[src/rtl/switch_input_port.sv]
// Switch input port: synchronizes switches and confirm button, debounces the button,
// and latches a switch snapshot per confirmed press for the CPU to read.
module switch_input_port #(
   parameter int DEBOUNCE_CYCLES = 1_000_000,
   parameter int DB_CNT_W        = 20
) (
   input  logic        clock,
   input  logic        rst,
   input  logic        ior,
   input  logic        switchctrl,
   input  logic [1:0]  ioaddr,
   input  logic [15:0] switches,
   input  logic        confirm_button,
   output logic [15:0] ioread_data,
   output logic        data_valid,
   output logic        overrun
);

   typedef enum logic {IDLE = 1'b0, FULL = 1'b1} state_t;

   localparam logic [DB_CNT_W-1:0] CNT_MAX = DB_CNT_W'(DEBOUNCE_CYCLES - 1);

   logic                btn_m_q, btn_s_q;
   logic [15:0]         sw_m_q, sw_s_q;
   logic                btn_db_q, btn_db_d;
   logic                btn_db_dly_q;
   logic [DB_CNT_W-1:0] cnt_q, cnt_d;
   logic [1:0]          prime_q, prime_d;
   logic                armed_q, armed_d;
   state_t              state_q, state_d;
   logic [15:0]         hold_q, hold_d;
   logic                overrun_q, overrun_d;
   logic                press, rd_data, rd_stat;

   always_comb begin
      btn_db_d = btn_db_q;
      cnt_d    = cnt_q;
      if (btn_s_q == btn_db_q) begin
         cnt_d = '0;
      end else if (cnt_q == CNT_MAX) begin
         btn_db_d = btn_s_q;
         cnt_d    = '0;
      end else begin
         cnt_d = cnt_q + DB_CNT_W'(1);
      end
   end

   // btn_s only reflects the real button two edges after reset; a press is accepted
   // only once the button has been seen released, so a button held through reset is ignored.
   always_comb begin
      prime_d = {prime_q[0], 1'b1};
      armed_d = armed_q | (prime_q[1] & ~btn_s_q);
   end

   assign press   = btn_db_q & ~btn_db_dly_q & armed_q;
   assign rd_data = ior & switchctrl & (ioaddr == 2'b00);
   assign rd_stat = ior & switchctrl & (ioaddr == 2'b10);

   always_comb begin
      state_d   = state_q;
      hold_d    = hold_q;
      overrun_d = overrun_q;
      if (rd_stat) begin
         overrun_d = 1'b0;
      end
      case (state_q)
         IDLE: begin
            if (press) begin
               hold_d  = sw_s_q;
               state_d = FULL;
            end
         end
         FULL: begin
            if (press) begin
               hold_d = sw_s_q;
               if (!rd_data) begin
                  overrun_d = 1'b1;
               end
            end else if (rd_data) begin
               state_d = IDLE;
            end
         end
         default: state_d = IDLE;
      endcase
   end

   always_ff @(posedge clock) begin
      if (!rst) begin
         btn_m_q      <= 1'b0;
         btn_s_q      <= 1'b0;
         sw_m_q       <= '0;
         sw_s_q       <= '0;
         btn_db_q     <= 1'b0;
         btn_db_dly_q <= 1'b0;
         cnt_q        <= '0;
         prime_q      <= '0;
         armed_q      <= 1'b0;
         state_q      <= IDLE;
         hold_q       <= '0;
         overrun_q    <= 1'b0;
      end else begin
         btn_m_q      <= confirm_button;
         btn_s_q      <= btn_m_q;
         sw_m_q       <= switches;
         sw_s_q       <= sw_m_q;
         btn_db_q     <= btn_db_d;
         btn_db_dly_q <= btn_db_q;
         cnt_q        <= cnt_d;
         prime_q      <= prime_d;
         armed_q      <= armed_d;
         state_q      <= state_d;
         hold_q       <= hold_d;
         overrun_q    <= overrun_d;
      end
   end

   assign data_valid = (state_q == FULL);
   assign overrun    = overrun_q;

   always_comb begin
      ioread_data = 16'h0000;
      if (ior & switchctrl) begin
         case (ioaddr)
            2'b00:   ioread_data = hold_q;
            2'b10:   ioread_data = {14'b0, overrun_q, data_valid};
            default: ioread_data = 16'h0000;
         endcase
      end
   end

endmodule

[config.mk]
export PLATFORM = sky130hd
export DESIGN_NAME = switch_input_port
export DESIGN_NICKNAME = d
export VERILOG_FILES = /design/src/rtl/switch_input_port.sv
export SDC_FILE = /design/constraint.sdc
export NUM_CORES = 1
export LEC_CHECK = 0
export ABC_AREA = 1
export CAP_MARGIN = 20
export CORE_MARGIN = 3
export CORE_UTILIZATION = 33
export CTS_CLUSTER_SIZE = 20
export DETAILED_ROUTE_END_ITERATION = 7
export GPL_TIMING_DRIVEN = 0
export SLEW_MARGIN = 20
export SYNTH_ARGS = -nofsm -noshare
export SYNTH_HDL_FRONTEND = slang
export SYNTH_SLANG_ARGS = --single-unit
[constraint.sdc]
create_clock -name clock -period 2.1 [get_ports clock]
set_input_delay 0.42 -clock clock [delete_from_list [all_inputs] [get_ports clock]]
set_output_delay 0.42 -clock clock [all_outputs]
set_load 0.05 [all_outputs]
==> run_results.csv, run 1 <==
group,metric,value,unit
cts,tritoncts,"done",
power,clockPowerShare,0.391,
synthesis,synth_top_area_cell,"dfxtp_1",
timing,hold_viol,0,
grt,grt_max_degree,17,
synthesis,synth_seq_cells,77,
synthesis,synth_area,2970,um2
detailed_routing,viasPerCell,4.18,
synthesis,syn_inst,406,
critical_path,critPathRequiredTime,1.68,ns
detailed_routing,first_pass_iters,4,
synthesis,synth_warnings,0,
run_status,outcome,"complete, no violations",
synthesis,synth.top_cell.area_share,0.519,
timing,timing.slew.headroom,0.669,
placement,dp_hpwl,4.22,mm
die,core-area,8460,um2
detailed_routing,avgRoutedWirePerCell,10.2,um
cts,htreeDepth,3,
detailed_routing,wl,5.78,mm
finish,nets,483,
die,die_h,101,um
synthesis,synth_cell_types,21,
critical_path,slowest_stage,"clkdlybuf4s50_1",
detailed_routing,drcViolationCount,0,
detailed_routing,drtAntennaViolNets,0,
timing,max_freq,503,MHz
cts,cts-buffers-inserted,9,
timing,final_max_slew_viol_count,0,
cts,clockBufferDepth,2,
grt,grt_pass1_wl,10.3,mm
critical_path,critPathArrivalTime,1.57,ns
power,peakVddDrop,330,uV
detailed_routing,via_count,2381,
power,p_seq_frac,0.566,
grt,grt_pass1_vias,2282,
power,swShare,0.246,
critical_path,crit_type,"primary input to primary output",
power,p_comb_frac,0.043,
hold_path,hold_path.class,"flip-flop to flip-flop",
synthesis,avgSynthCellArea,7.32,um2
critical_path,cp_cell_sequence,"clkdlybuf4s50_1, nand2_2, buf_2, nor2_1, buf_6",
timing,worst_pin_slew,0.495,ns
finish,n_fill_cell,863,
detailed_routing,drt_iter0_markers,129,
timing,post-route-min-period,1.99,ns
critical_path,cp_slowest_stage_delay,0.47,ns
die,ios,41,
finish,finish.utilization,0.436,
flow_run,drv_cap,0,
grt,grt_usage,0.124,
cts,postCtsSetupRepairBufs,0,
timing,fin_skew,0.00764,ns
power,powerDensity,720,nW/um2
finish,antenna_cells,0,
cts,cts_hold_buf,0,
power,p_int,2.00,mW
finish,drive_gt1_frac,0.129,
cts,clk_latency,0.35,ns
finish,area_growth,24.2,%
die,die_w,101,um
synthesis,synthTopCellsByArea,"dfxtp_1 (52%), nand2_1 (12%), nor2_1 (11%)",
critical_path,crit_fanout,10,
grt,antenna_found_initial,0,
critical_path,cp-start-kind,"primary input",
cts,cts.sinks,77,
die,rows,33,
placement,io_buffers,40,
critical_path,crit_path_end_kind,"primary output",
synthesis,ys_seq_area_frac,0.519,
die,initial_utilization,0.351,
placement,placed_cells,551,
timing,setup_viol,0,
grt,grt_overflow_total,0,
timing,period_share,0.947,
finish,stdcell_count,569,
power,power_switching,0.652,mW
cts,clockRootBuffer,"clkbuf_8",
placement,place_congestion,0.866,
die,dieArea,10200,um2
timing,rsz0062_at_grt,"no",
synthesis,syn_nets,430,
cts,cts.clk_slew.worst_paths,0.09,ns
power,p_leak,1.64,nW
## synth_stat cells, drive strengths merged
cell      n
buf       6
inv      54
a21oi    13
dfxtp    77
o21ai    19
nand3    16
or2       1
ha        1
clkbuf    6
nor3      1
nor2     96
nand2   101
xor2      6
nand4     4
xnor2     5
## logic make-up after synthesis
logic type | after synthesis | share of synthesized area
xor gates and xnor gates | 11 | 0.0324
AOI/OAI and AO/OA | 32 | 0.0539
adders and majority gates | 1 | 0.00421
and+or+nand+nor | 219 | 0.303
buffers and inverters | 66 | 0.0876
DFF | 77 | 0.519
## layer usage
metal,up-vias,track usage,part of all wire
li1,1332,-,-
met1,992,0.181,0.54
met2,46,0.173,0.39
met3,11,0.0339,0.049
met4,0,0.0491,0.020
met5,-,0,0
## worst paths after layout
| kind | from | end | slack [ns] | cells past startpoint |
|---|---|---|---|---|
| setup / recovery | switchctrl | ioread_data[13] | 0.11 | 5 |
| hold / removal | sw_m_q[10]$_SDFF_PN0_ | sw_s_q[10]$_SDFF_PN0_ | 0.42 | 2 |
| setup reg to reg | cnt_q[0]$_SDFF_PP0_ | btn_db_q$_SDFFE_PN0P_ | 0.53 | 8 |
| hold reg to reg | sw_m_q[10]$_SDFF_PN0_ | sw_s_q[10]$_SDFF_PN0_ | 0.42 | 2 |
## what timing repair did
action / 4_1_cts / 5_1_grt
resized for setup: 92 / 4
pin swaps: 1 / 1
cloned: 0 / 2
endpoints found under the setup margin: 16 / 15
## per-stage QoR
stage	power (mW)	hold WS [ns]	setup WS, ns	instance area, um2	setup TNS (ns)
2_1_floorplan	1.59	0.390	0.0975	2970	0
3_3_place_gp	1.65	0.399	-0.765	3500	-10.71
3_5_place_dp	1.65	0.397	-0.821	3500	-11.00
4_1_cts	2.69	0.419	0.00218	3680	0
5_1_grt	2.78	0.437	0.0183	3690	0
6_report	2.66	0.417	0.112	3690	0
## flip-flops by register name, summed over array words and instances, names as in the netlist
register,cells
cnt_q,20
sw_s_q,16
armed_q,1
hold_q,16
btn_db_dly_q,1
btn_db_q,1
data_valid,1
overrun,1
prime_q,2
btn_m_q,1
sw_m_q,16
btn_s_q,1
## placed cells by master, fill, tap and decap left out, types with 2 or more instances in the layout
| cell | Yosys | final |
|---|---|---|
| clkdlybuf4s15_2 | 0 | 2 |
| nand4_1 | 4 | 4 |
| inv_1 | 51 | 51 |
| nand3_1 | 15 | 15 |
| nor2_4 | 2 | 3 |
| buf_6 | 0 | 3 |
| o21ai_0 | 19 | 19 |
| nor2_1 | 88 | 87 |
| inv_6 | 0 | 2 |
| nand2_2 | 4 | 5 |
| clkbuf_1 | 6 | 5 |
| clkinvlp_4 | 0 | 2 |
| xnor2_1 | 5 | 5 |
| inv_2 | 3 | 3 |
| dfxtp_1 | 77 | 77 |
| a21oi_1 | 13 | 13 |
| buf_4 | 2 | 10 |
| buf_2 | 4 | 8 |
| nand2_1 | 97 | 96 |
| inv_8 | 0 | 2 |
| clkbuf_8 | 0 | 9 |
| xor2_1 | 6 | 6 |
| clkdlybuf4s50_1 | 0 | 22 |
| nor2_2 | 6 | 7 |
## power by group through the flow
stage | combinational (mW) | sequential, mW | clock (mW)
after CTS | 0.111 | 1.50 | 1.08
after global placement | 0.107 | 1.54 | 0
final | 0.113 | 1.50 | 1.04
after global routing | 0.129 | 1.51 | 1.14
after detailed placement | 0.109 | 1.54 | 0
after floorplan | 0.0516 | 1.53 | 0
## cell type report
cell class                 instances  area, um2  share of cell area
timing repair buffer              41        377               0.102
multi-input combinational        264       1190               0.321
tap                              105        131              0.0356
buffer                            12       65.1              0.0176
sequential                        77       1540               0.418
inverter                          54        203              0.0549
clock inverter                     7       63.8              0.0173
clock buffer                       9        124              0.0336
## worst max-delay path, delay by kind of cell
| kind | cells | cell delay, ns |
|---|---|---|
| buf+inv | 3 | 0.86 |
| simple gates | 2 | 0.28 |
Note: power is estimated with default switching activity, not from simulation.
==> run 2, diff against run 1 <==
--- a/config.mk
+++ b/config.mk
@@ -5,13 +5,13 @@
 export SDC_FILE = /design/constraint.sdc
 export NUM_CORES = 1
 export LEC_CHECK = 0
-export ABC_AREA = 1
 export CAP_MARGIN = 20
 export CORE_MARGIN = 3
 export CORE_UTILIZATION = 33
 export CTS_CLUSTER_SIZE = 20
 export DETAILED_ROUTE_END_ITERATION = 7
 export GPL_TIMING_DRIVEN = 0
+export MAX_ROUTING_LAYER = met4
 export SLEW_MARGIN = 20
 export SYNTH_ARGS = -nofsm -noshare
 export SYNTH_HDL_FRONTEND = slang
==> run_results.csv, run 2 <==
group,metric,value,unit
run_status,outcome,"complete, no violations",
timing,period_share,0.959,
die,core-area,7970,um2
synthesis,syn_inst,290,
finish,antenna_cells,0,
synthesis,synth_cell_types,38,
placement,place_congestion,0.737,
synthesis,yosys_most_used_dff,"dfxtp_1",
cts,cts_hold_buf,0,
flow_run,drv_cap,0,
die,die_h,98.1,um
cts,clk_latency,0.34,ns
synthesis,synth_area,2800,um2
critical_path,critPathArrivalTime,1.59,ns
detailed_routing,via_count,2026,
die,dieArea,9620,um2
synthesis,synth_seq_cells,77,
timing,worst_pin_slew,0.497,ns
timing,setup_viol,0,
synthesis,synth_warnings,0,
hold_path,worstHoldEndpoint,"sw_s_q[12]$_SDFF_PN0_",
critical_path,ff2ff_path_depth,6,
cts,cts.sinks,77,
cts,clockRootBuffer,"clkbuf_8",
placement,dp_hpwl,3.66,mm
die,die_w,98.1,um
hold_path,holdCritStartpoint,"sw_m_q[12]$_SDFF_PN0_",
die,ios,41,
detailed_routing,wl,5.50,mm
critical_path,reg2reg_slack,0.19,ns
grt,grt_usage,0.122,
synthesis,ys_top_cells_by_count,"dfxtp_1 (77), and2_1 (52), nand2_1 (39), nor2_1 (22), a21boi_0 (16)",
detailed_routing,drt_iter0_markers,48,
placement,placed_area,3330,um2
timing,final_max_slew_viol_count,0,
timing,whs,0.434,ns
finish,layout_commonest_cell,"dfxtp_1",
timing,timing.slew.headroom,0.668,
die,rows,32,
finish,nets,369,
finish,top_register,"cnt_q",
cts,tritoncts,"done",
synthesis,synth.top_cell.area_share,0.551,
synthesis,avgSynthCellArea,9.65,um2
critical_path,r2r-end,"cnt_q[7]$_SDFF_PP0_",
power,p_leak,1.30,nW
cts,clockBufferDepth,2,
detailed_routing,drcViolationCount,0,
die,initial_utilization,0.351,
critical_path,crit_path_end_kind,"primary output",
synthesis,synth_edf_count,0,
critical_path,critPathRequiredTime,1.68,ns
timing,fin_setup_tns,0,ns
synthesis,synthTopCellsByArea,"dfxtp_1 (55%), and2_1 (12%), nand2_1 (5.2%)",
finish,drive_gt1_frac,0.138,
finish,largest_reg_flops,20,
cts,cts.clk_slew.worst_paths,0.07,ns
finish,area_growth,29.0,%
power,powerDensity,818,nW/um2
finish,n_fill_cell,789,
finish,fin_area,3610,um2
grt,grt_overflow_total,0,
detailed_routing,first_pass_iters,4,
grt,grt_max_degree,13,
timing,hold_viol,0,
cts,htreeDepth,3,
grt,grt_pass1_wl,9.09,mm
critical_path,cp-start-kind,"primary input",
synthesis,yosysMostFrequentCell,"dfxtp_1",
power,power,2.95,mW
synthesis,synth_top_area_cell,"dfxtp_1",
cts,cts-buffers-inserted,9,
timing,max_freq,496,MHz
hold_path,hold_path.class,"flip-flop to flip-flop",
placement,io_buffers,40,
timing,fin_skew,0.00949,ns
critical_path,r2r-start,"cnt_q[0]$_SDFF_PP0_",
power,peakVddDrop,463,uV
timing,post-route-min-period,2.01,ns
detailed_routing,drtAntennaViolNets,0,
grt,antenna_found_initial,0,
finish,mostFrequentLayoutCells,"dfxtp_1 (77), and2_1 (51), nand2_1 (39)",
critical_path,crit_fanout,6,
synthesis,async_flop_share,0,
detailed_routing,viasPerCell,4.49,
synthesis,ys_seq_area_frac,0.551,
grt,grt_pass1_vias,1925,
detailed_routing,avgRoutedWirePerCell,12.2,um
hold_path,min_path_cells,1,
synthesis,syn_nets,314,
critical_path,crit_type,"primary input to primary output",
timing,rsz0062_at_grt,"no",
-- run 2: changes by cell type after synthesis, sizes merged, moves of 16 or more --
cell and delta:
nor2 -74, o21ai -16, inv -50, a21boi +16, and2 +52, nand2 -62
-- run 2: cell families after synthesis --
logic type	after synthesis	share of synthesized area
flops	77	0.551
simple gates	148	0.287
buf+inv	16	0.0246
mux	2	0.00716
fa+ha+maj	1	0.00447
compound gates	31	0.0787
xor+xnor	15	0.0470
-- run 2: final cells by class --
cell class	count	area (um2)	area share
Clock buffer	11	151	0.0419
Multi-Input combinational cell	197	1200	0.333
Sequential cell	77	1540	0.427
Inverter	4	15.0	0.00416
Buffer	12	63.8	0.0177
Tap cell	102	128	0.0354
Timing Repair Buffer	44	413	0.114
Clock inverter	4	95.1	0.0263
-- run 2: routing by layer --
layer | up-vias | track usage | wire [um]
met5 | - | - | 0
met4 | 0 | 0.0479 | 68
met3 | 7 | 0.0364 | 265
met2 | 42 | 0.193 | 2560
met1 | 915 | 0.144 | 2600
li1 | 1062 | - | -
-- run 2: worst max-delay path: stages --
cell and delay, ns:
dlygate4sd2_1 0.22, nand3b_1 0.23, nor2_4 0.19, clkbuf_8 0.17, and2_1 0.15, buf_4 0.20
-- run 2: report_power, final --
group | leakage [nW] | switching, mW | total, mW | internal, mW
registers | 0.628 | 0.00829 | 1.50 | 1.49
clock network | 0.125 | 0.502 | 1.35 | 0.846
logic | 0.546 | 0.0394 | 0.103 | 0.0639
-- run 2: through the flow --
step	worst slack (ns)	util	std cells
after floorplan	0.208	-	290
after detailed placement	-1.02	0.417	432
final	0.0857	0.453	451
after global routing	0.0182	0.453	451
after CTS	0.0718	0.453	451
after global placement	-1.00	0.417	432
-- run 2: worst max path at each step --
stage | to | slack, ns | depth (start not counted) | from
floorplan | ioread_data[0] | 0.21 | 2 | data_valid$_SDFF_PN0_
global placement | ioread_data[14] | -1.00 | 6 | ioaddr[0]
detailed placement | ioread_data[14] | -1.02 | 6 | ioaddr[0]
CTS | ioread_data[14] | 0.07 | 6 | ioaddr[0]
global route | ioread_data[8] | 0.02 | 6 | ioaddr[0]
finish | ioread_data[14] | 0.09 | 6 | ioaddr[0]
-- run 2: what timing repair did --
item | 4_1_cts | 5_1_grt
pin swaps | 3 | 1
gates cloned | 1 | 0
setup endpoints to repair | 16 | 13
gates resized for setup | 90 | 3
setup buffers | 3 | 0
